`src/rtl/spi_slave_if.sv`:
```
// SPI mode-0 slave (MSB first) oversampled on the fabric clock; strobes received words and transmit requests.
// Optional MISO_TRISTATE_EN: miso floats while deselected or in reset instead of driving 0.
module spi_slave_if #(
  parameter int WIDTH = 8
) (
  input  logic             clk,
  input  logic             reset,
  input  logic             sck,
  input  logic             mosi,
  output logic             miso,
  input  logic             ssel,
  output logic             byte_received,
  output logic [WIDTH-1:0] received_data,
  output logic             data_needed,
  input  logic [WIDTH-1:0] data_to_send
);

  localparam int CW = (WIDTH > 1) ? $clog2(WIDTH) : 1;
  localparam logic [CW-1:0] LAST_BIT = CW'(WIDTH - 1);

  // Two synchronizer stages, plus a third on sck/ssel for edge detection.
  logic [2:0] sck_reg;
  logic [2:0] ssel_reg;
  logic [1:0] mosi_reg;

  logic [CW-1:0]    bit_cnt_reg, bit_cnt_next;
  logic [WIDTH-1:0] rx_reg, rx_next;
  logic [WIDTH-1:0] tx_reg, tx_next;
  logic [WIDTH-1:0] received_data_reg, received_data_next;
  logic             byte_received_reg, byte_received_next;
  logic             data_needed_reg, data_needed_next;

  logic sck_rise;
  logic sck_fall;
  logic ssel_fall;
  logic active;
  logic mosi_bit;

  assign sck_rise  = sck_reg[1] & ~sck_reg[2];
  assign sck_fall  = ~sck_reg[1] & sck_reg[2];
  assign ssel_fall = ~ssel_reg[1] & ssel_reg[2];
  assign active    = ~ssel_reg[1];
  assign mosi_bit  = mosi_reg[1];

  always_ff @(posedge clk) begin
    if (reset) begin
      sck_reg  <= '0;
      ssel_reg <= '1;
      mosi_reg <= '0;
    end else begin
      sck_reg  <= {sck_reg[1:0], sck};
      ssel_reg <= {ssel_reg[1:0], ssel};
      mosi_reg <= {mosi_reg[0], mosi};
    end
  end

  always_comb begin
    bit_cnt_next       = bit_cnt_reg;
    rx_next            = rx_reg;
    tx_next            = tx_reg;
    received_data_next = received_data_reg;
    byte_received_next = 1'b0;
    data_needed_next   = 1'b0;

    // A deselected (or just-deselected) bus discards any partial word, even on a coincident sck edge.
    if (!active) begin
      bit_cnt_next = '0;
      rx_next      = '0;
    end else if (sck_rise) begin
      rx_next = {rx_reg[WIDTH-2:0], mosi_bit};
      if (bit_cnt_reg == LAST_BIT) begin
        bit_cnt_next       = '0;
        received_data_next = {rx_reg[WIDTH-2:0], mosi_bit};
        byte_received_next = 1'b1;
        data_needed_next   = 1'b1;
      end else begin
        bit_cnt_next = bit_cnt_reg + CW'(1);
      end
    end

    if (ssel_fall) begin
      data_needed_next = 1'b1;
    end

    // Falling edges at count 0 are skipped so a freshly loaded MSB stays on miso for the first rising edge.
    if (data_needed_reg) begin
      tx_next = data_to_send;
    end else if (active && sck_fall && (bit_cnt_reg != '0)) begin
      tx_next = {tx_reg[WIDTH-2:0], 1'b0};
    end
  end

  always_ff @(posedge clk) begin
    if (reset) begin
      bit_cnt_reg       <= '0;
      rx_reg            <= '0;
      tx_reg            <= '0;
      received_data_reg <= '0;
      byte_received_reg <= 1'b0;
      data_needed_reg   <= 1'b0;
    end else begin
      bit_cnt_reg       <= bit_cnt_next;
      rx_reg            <= rx_next;
      tx_reg            <= tx_next;
      received_data_reg <= received_data_next;
      byte_received_reg <= byte_received_next;
      data_needed_reg   <= data_needed_next;
    end
  end

  assign byte_received = byte_received_reg;
  assign received_data = received_data_reg;
  assign data_needed   = data_needed_reg;

`ifdef MISO_TRISTATE_EN
  assign miso = (reset || !active) ? 1'bz : tx_reg[WIDTH-1];
`else
  assign miso = (reset || !active) ? 1'b0 : tx_reg[WIDTH-1];
`endif

endmodule

```
`config.mk`:
```
export PLATFORM = sky130hd
export DESIGN_NAME = spi_slave_if
export DESIGN_NICKNAME = d
export VERILOG_FILES = /design/src/rtl/spi_slave_if.sv
export SDC_FILE = /design/constraint.sdc
export NUM_CORES = 1
export LEC_CHECK = 0
export BUFFER_PORTS_ARGS = -buffer_cell sky130_fd_sc_hd__buf_4
export CORE_ASPECT_RATIO = 1.25
export CORE_UTILIZATION = 35
export CTS_CLUSTER_SIZE = 16
export DETAILED_ROUTE_END_ITERATION = 16
export SLEW_MARGIN = 20
export SYNTH_ARGS = -nofsm -noshare
export SYNTH_HDL_FRONTEND = slang
export SYNTH_SLANG_ARGS = --single-unit
```
`constraint.sdc`:
```
create_clock -name clk -period 2.46 [get_ports clk]
set_clock_uncertainty 0.15 [all_clocks]
set_input_delay 0 -clock clk [delete_from_list [all_inputs] [get_ports clk]]
set_output_delay 0 -clock clk [all_outputs]
set_load 0.02 [all_outputs]
```
---- Word-level counts from Yosys, hierarchy flattened ----
Index checks and enable logic that the tools add are counted.
cells by class
  add/sub/neg operators ................... 1
  eq/ne operators ......................... 1
  muxes and demuxes ....................... 8
  bitwise operators ....................... 6
  reductions and logical operators ........ 7
operator list
  kind                 count
  $mux 8               2
  $mux 1               5
  $add 3x1->3 const B  1
  $and 1x1->1          3
  $eq 3x3->1 const B   1
  $mux 3               1
  $not 1->1            3
  $reduce_and 3->1     1
  $reduce_bool 3->1    1
  $logic_and 1x1->1    2
  $reduce_bool 2->1    1
  $reduce_or 2->1      1
  $logic_or 1x1->1     1
word-level totals
  bits in registers ....................... 36
  input port bits ......................... 13
  output and inout bits ................... 11
  logic and storage cells ................. 32

---- Depth between registers and ports, before layout ----
Gate-level depths: netlist of run 1.
  word-level depth ........................ 6
  gate-level depth with buffers ........... 6

---- Worst setup path after synthesis of run 1 ----
No wires, ideal clock.
  path kind ............................... reg2reg
  start point ............................. register bit_cnt_reg[0]
  end point ............................... register received_data_reg[0] (netlist: received_data[0])
  library setup time ...................... 128 ps
  arrival time ............................ 1273 ps
  data required time ...................... 2182 ps
  setup slack ............................. 910 ps
  stages on the path, launching flop included .. 7
  path through ............................ dfxtp_1 > ha_1 > ha_1 > and4bb_2 > buf_4 > mux2i_1 > nor2_1
on the way
  cells in the longest elaborated chain, start to end .. 2
ends and longest elaborated chain
  what                               line  source
  start: declaration                 26    logic [CW-1:0] bit_cnt_reg, bit_cnt_next;
  start signal: assignment           102   bit_cnt_reg <= bit_cnt_next;
  $eq 3x3->1                         71    if (bit_cnt_reg == LAST_BIT) begin
  $reduce_and 3->1 (no source line)  -
  end signal: assignment             105   received_data_reg <= received_data_next;
  end: declaration                   29    logic [WIDTH-1:0] received_data_reg, received_data_next;
No other way between the ends.
A chain may end at the register's enable or synchronous reset.

---- Worst setup path after layout of run 1 ----
  start point ............................. register bit_cnt_reg[0]
  end point ............................... register tx_reg[7]
on the way
  cells in the longest elaborated chain, start to end .. 3
ends and longest elaborated chain
  what                                line  source
  $reduce_bool 3->1                   88    end else if (active && sck_fall && (bit_cnt_reg != '0)) begin
  $logic_and 1x1->1                   88
  $reduce_bool 2->1 (no source line)  -
  end signal: assignment              104   tx_reg <= tx_next;
  end: declaration                    28    logic [WIDTH-1:0] tx_reg, tx_next;
No other way between the ends.

==> results of run 1 <==
[per-stage QoR]
stage / std cells / instance area, µm² / hold slack (ns) / utilization
final: 250 / 1940 / 0.264 / 0.504
after global routing: 250 / 1940 / 0.285 / 0.504
after CTS: 250 / 1940 / 0.267 / 0.503
after detailed placement: 219 / 1610 / 0.0413 / 0.419
after global placement: 219 / 1610 / 0.0363 / 0.419
after floorplan: 153 / 1430 / -0.0784 / -
[final cells by class]
type                            instances  area share
Sequential cell                        36       0.372
Multi-Input combinational cell         93       0.310
Timing Repair Buffer                   47       0.212
Clock buffer                            7      0.0445
Tap cell                               54      0.0349
Inverter                               12      0.0232
Clock inverter                          1     0.00387
[Yosys cell counts (2+ instances only)]
library cell,instances
a221oi_1,7
a41oi_1,7
o31ai_1,7
inv_1,12
nand2_1,20
mux2i_1,9
clkbuf_1,3
nor2b_1,7
dfxtp_1,36
nand2b_1,2
buf_4,2
a21oi_1,11
or2_2,3
nor2_1,13
buf_2,5
ha_1,3
[repair_timing]
item / 4_1_cts / 5_1_grt
hold endpoints to repair: 23 / 0
hold buffers: 23 / 0
setup endpoints to repair: 0 / 5
gates resized for setup: 0 / 1
[metal layers]
metal  share of wire  routed length [µm]
met5               0                   0
met4           0.012                  36
met3           0.058                 174
met2            0.50                1510
met1            0.43                1300
[cell families after synthesis]
kind of cell,count (synthesis)
buffers and inverters,24
AOI/OAI and AO/OA,33
and+or+nand+nor,48
DFF,36
muxes,9
adders and majority gates,3
[placed cells by master (no fill, tap or decap), types with 2 or more instances in the layout]
cell type      count
a21oi_1           11
a221oi_1           7
a41oi_1            7
buf_4             24
clkbuf_8           6
dfxtp_1           36
dlygate4sd3_1     23
ha_1               3
inv_1             12
mux2i_1            9
nand2_1           20
nand2b_1           2
nor2_1            13
nor2b_1            6
o31ai_1            7
or2_2              3
[path summary, 6_finish.rpt]
path                  start          end  slack [ns]  cells past startpoint
max          bit_cnt_reg[0]    tx_reg[7]        0.32                      6
min reg2reg     ssel_reg[0]  ssel_reg[1]        0.26                      1
max reg2reg  bit_cnt_reg[0]    tx_reg[7]        0.32                      6
min             ssel_reg[0]  ssel_reg[1]        0.26                      1
[critical path, cell delays in order, from the launching register on]
cell	delay, ns
dfxtp_1	0.37
inv_1	0.06
ha_1	0.21
nand2b_1	0.23
a41oi_1	0.16
a221oi_1	0.31
dlygate4sd3_1	0.59
[power by group through the flow]
stage / Sequential [mW] / Combinational [mW] / Clock [mW]
2_1_floorplan: 0.611 / 0.0328 / 0
3_3_place_gp: 0.614 / 0.0497 / 0
3_5_place_dp: 0.615 / 0.0508 / 0
4_1_cts: 0.601 / 0.0756 / 0.445
5_1_grt: 0.602 / 0.0825 / 0.464
6_report: 0.602 / 0.0754 / 0.431
==> flow_summary.ini, run 1 <==
[run_status]
status = complete, no violations

[sta]
worst_pin_slew_ns = 0.553
maxSlewViolCount = 0
fmax_ghz = 0.467
max_slew_margin = 0.631
post-route-period-util = 0.871
setup_viol = 0
setup_ws_ns = 0.318
setup_tns_ns = 0
period_needed_ns = 2.14
hold_viol_final = 0
rsz0062_at_grt = false

[synth]
post_synth_xor_area_fraction = 0
async_flop_share = 0
synth_fa_ha_area_frac = 0.0262
syn-cell-area_um2 = 1430
synthTopCellsByArea = dfxtp_1 (50%), mux2i_1 (6.3%), nand2_1 (5.2%)
synth_top_area_share = 0.503
yosys.area.top_type = dfxtp_1
synth.net_count = 169
postSynthAreaPerCell_um2 = 9.36
yosysSeqAreaShare = 0.503
ys_types = 22
synthFlopType = dfxtp_1
yosysWarnings = 0
synthSimpleGateAreaFrac = 0.156
synth-compound-area-share = 0.172
synth_edf_count = 0
synth_top_family_by_area = compound AO/OA/AOI/OAI gates
synthCells = 153
ys_seq_elements = 36
synth_mux_area_frac = 0.0629

[global_routing]
grtUsageMet3 = 0.0511
grt_usage = 0.159
grtUsageMet1 = 0.164
grt_pass1_wl_um = 5190
grt_use_met2 = 0.288
top_usage_layer = met2
grt_max_degree = 25
antenna_found_initial = 0
grt_pass1_vias = 1253
overflow = 0

[clock_network]
clkSlewWorstSetupHoldPaths_ns = 0.07
cts_setup_buffers = 0
clock-sinks = 36
ctsRootBufferMaster = clkbuf_8
worstSkewPairLatency_ns = 0.28
htreeDepth = 2
cts_tree = yes
cts_buffer_depth = 2
cts_buffers = 5

[cells_and_area]
fillers = 377
final-seq-area_um2 = 721
antenna_cells = 0
nets = 211
multi_input_area_um2 = 601
area_growth_pct = 35.4
layout-drive-gt1-share = 0.194

[worst_hold_path]
hold_class = register to register

[power]
p_comb_frac = 0.068
powerDensity_nw_per_um2 = 571
switching_share = 0.218
worst_ir_drop_vdd_mv = 0.407
total_power_mw = 1.11
p_sw_mw = 0.242
seq_power_share = 0.543
p_leak_nw = 0.746
clockPowerShare = 0.389
p_int_mw = 0.866

[floorplan]
coreArea_um2 = 3850
die_y_um = 73.5
io_pins = 24
dieArea_um2 = 4350
start_util = 0.372
die_w_um = 59.2
rows = 25

[critical_path]
required_ns = 2.54
crit_arrival_ns = 2.22
path_max_fanout = 7
critPathLaunchType = register
end_kind = register
criticalPathCategory = register to register

[route]
viasPerCell = 4.82
vias = 1204
ant_nets = 0
wirelength_um = 3020
drc = 0
drt_iter0_drc = 35
post_drt_wl_per_cell_um = 12.1
first_pass_iters = 4

[run]
drv_cap = 0

[place]
dp_hpwl_um = 1910
gp_congestion = 0.741
dp_slack_ns = 0.693
io_buffers = 23
Power figures use the tool's default switching activity.
==> run 2, diff against run 1 <==
--- a/config.mk
+++ b/config.mk
@@ -7,6 +7,7 @@
 export LEC_CHECK = 0
 export BUFFER_PORTS_ARGS = -buffer_cell sky130_fd_sc_hd__buf_4
 export CORE_ASPECT_RATIO = 1.25
+export CORE_MARGIN = 5
 export CORE_UTILIZATION = 35
 export CTS_CLUSTER_SIZE = 16
 export DETAILED_ROUTE_END_ITERATION = 16
==> flow_summary.ini, run 2 (synthesized netlist as in run 1, its figures left out) <==
[route]
drt_iter0_drc = 83
ant_nets = 0
viasPerCell = 4.94
post_drt_wl_per_cell_um = 13.0
vias = 1245
first_pass_iters = 4
wirelength_um = 3270
drc = 0

[critical_path]
reg2regPathDepth = 6
cp_slowest_stage_delay_ns = 0.58
path_max_fanout = 7
worstPathCellList = inv_1 > ha_1 > nand2b_1 > a41oi_1 > a221oi_1 > dlygate4sd3_1
crit_start = bit_cnt_reg[0]
crit-reg2reg-launch = bit_cnt_reg[0]
crit_arrival_ns = 2.20
criticalPathCategory = register to register
end_kind = register
critPathLaunchType = register
worst_path_max_delay_cell = dlygate4sd3_1
required_ns = 2.54
rrSetupSlack_ns = 0.34

[floorplan]
start_util = 0.355
io_pins = 24
dieArea_um2 = 5480
rows = 26
die_y_um = 81.5
coreArea_um2 = 4030
die_w_um = 67.2

[cells_and_area]
layout-drive-gt1-share = 0.199
nets = 211
antenna_cells = 0
fin_area_um2 = 1970
final_cells = 252
final_common_cell = dfxtp_1
fillers = 417
area_growth_pct = 37.8
layout_common_cells = dfxtp_1 (36), buf_4 (24), dlygate4sd3_1 (23)

[worst_hold_path]
hold_class = register to register
holdPathStages = 1
hold_path.startpoint = ssel_reg[0]

[power]
p_leak_nw = 0.766
worst_ir_drop_vdd_mv = 0.364
powerDensity_nw_per_um2 = 629
total_power_mw = 1.24

[global_routing]
overflow = 0
grt_pass1_vias = 1254
grt_usage = 0.134
grt_pass1_wl_um = 5620
antenna_found_initial = 0
grt_max_degree = 25

[sta]
rsz0062_at_grt = false
period_needed_ns = 2.12
maxSlewViolCount = 0
worst_pin_slew_ns = 0.546
post-route-period-util = 0.862
setup_tns_ns = 0
setup_viol = 0
fin_hold_ws_ns = 0.264
hold_viol_final = 0
max_slew_margin = 0.635
fmax_ghz = 0.472

[run_status]
status = complete, no violations

[clock_network]
cts_buffer_depth = 2
cts_buffers = 5
ctsRootBufferMaster = clkbuf_8
clkSlewWorstSetupHoldPaths_ns = 0.07
htreeDepth = 2
cts_tree = yes
clock-sinks = 36
cts_setup_buffers = 0
worstSkewPairLatency_ns = 0.29

[place]
place_inst = 221
gp_congestion = 0.756
postPlaceCellArea_um2 = 1610
io_buffers = 23
dp_hpwl_um = 2030

[run]
drv_cap = 0
==> run 2: cell types whose count changed in the layout (fill, tap and decap cells not counted) <==
cell,change
bufinv_16,+1
clkbuf_8,+1
clkbuf_1,-1
clkinvlp_4,-1
==> run 2: worst paths after layout <==
check | end
hold / removal | ssel_reg[1]
setup reg to reg | tx_reg[2]
hold reg to reg | ssel_reg[1]
setup / recovery | tx_reg[2]
==> run 2: metal layers <==
layer	vias to the layer above	wire, µm	global-route usage
li1	607	-	-
met1	600	1380	0.138
met2	34	1660	0.243
met3	4	180	0.0451
met4	0	46	0.0609
met5	-	0	0
==> run 2: worst max-delay path, delay by kind of cell (launching register included) <==
kind / cells / cell delay, ns
DFF: 1 / 0.38
adders and majority gates: 1 / 0.20
and+or+nand+nor: 1 / 0.23
AOI/OAI and AO/OA: 2 / 0.48
buffers and inverters: 2 / 0.64
==> run 2: metrics by stage <==
step	util	setup WS, ns
global placement	0.400	0.792
CTS	0.489	0.185
finish	0.489	0.341
global route	0.489	0.200
floorplan	-	0.910
detailed placement	0.400	0.689
==> run 2: what timing repair did <==
action,4_1_cts,5_1_grt
setup endpoints to repair,0,3
hold endpoints to repair,23,0
gates resized for setup,0,1
hold buffers,23,0
==> run 2: area by class of cell <==
class                           instances  area (µm²)  area share
Tap cell                               56        70.1      0.0355
Inverter                               12        45.0      0.0228
Sequential cell                        36         721       0.365
Clock inverter                          1        30.0      0.0152
Multi-Input combinational cell         93         601       0.304
Clock buffer                            7        96.3      0.0488
Timing Repair Buffer                   47         410       0.208
==> run 2: power breakdown <==
part	switching, mW	internal (mW)
combinational	0.0305	0.0452
clock	0.207	0.358
sequential	0.00846	0.593
total	0.246	0.996
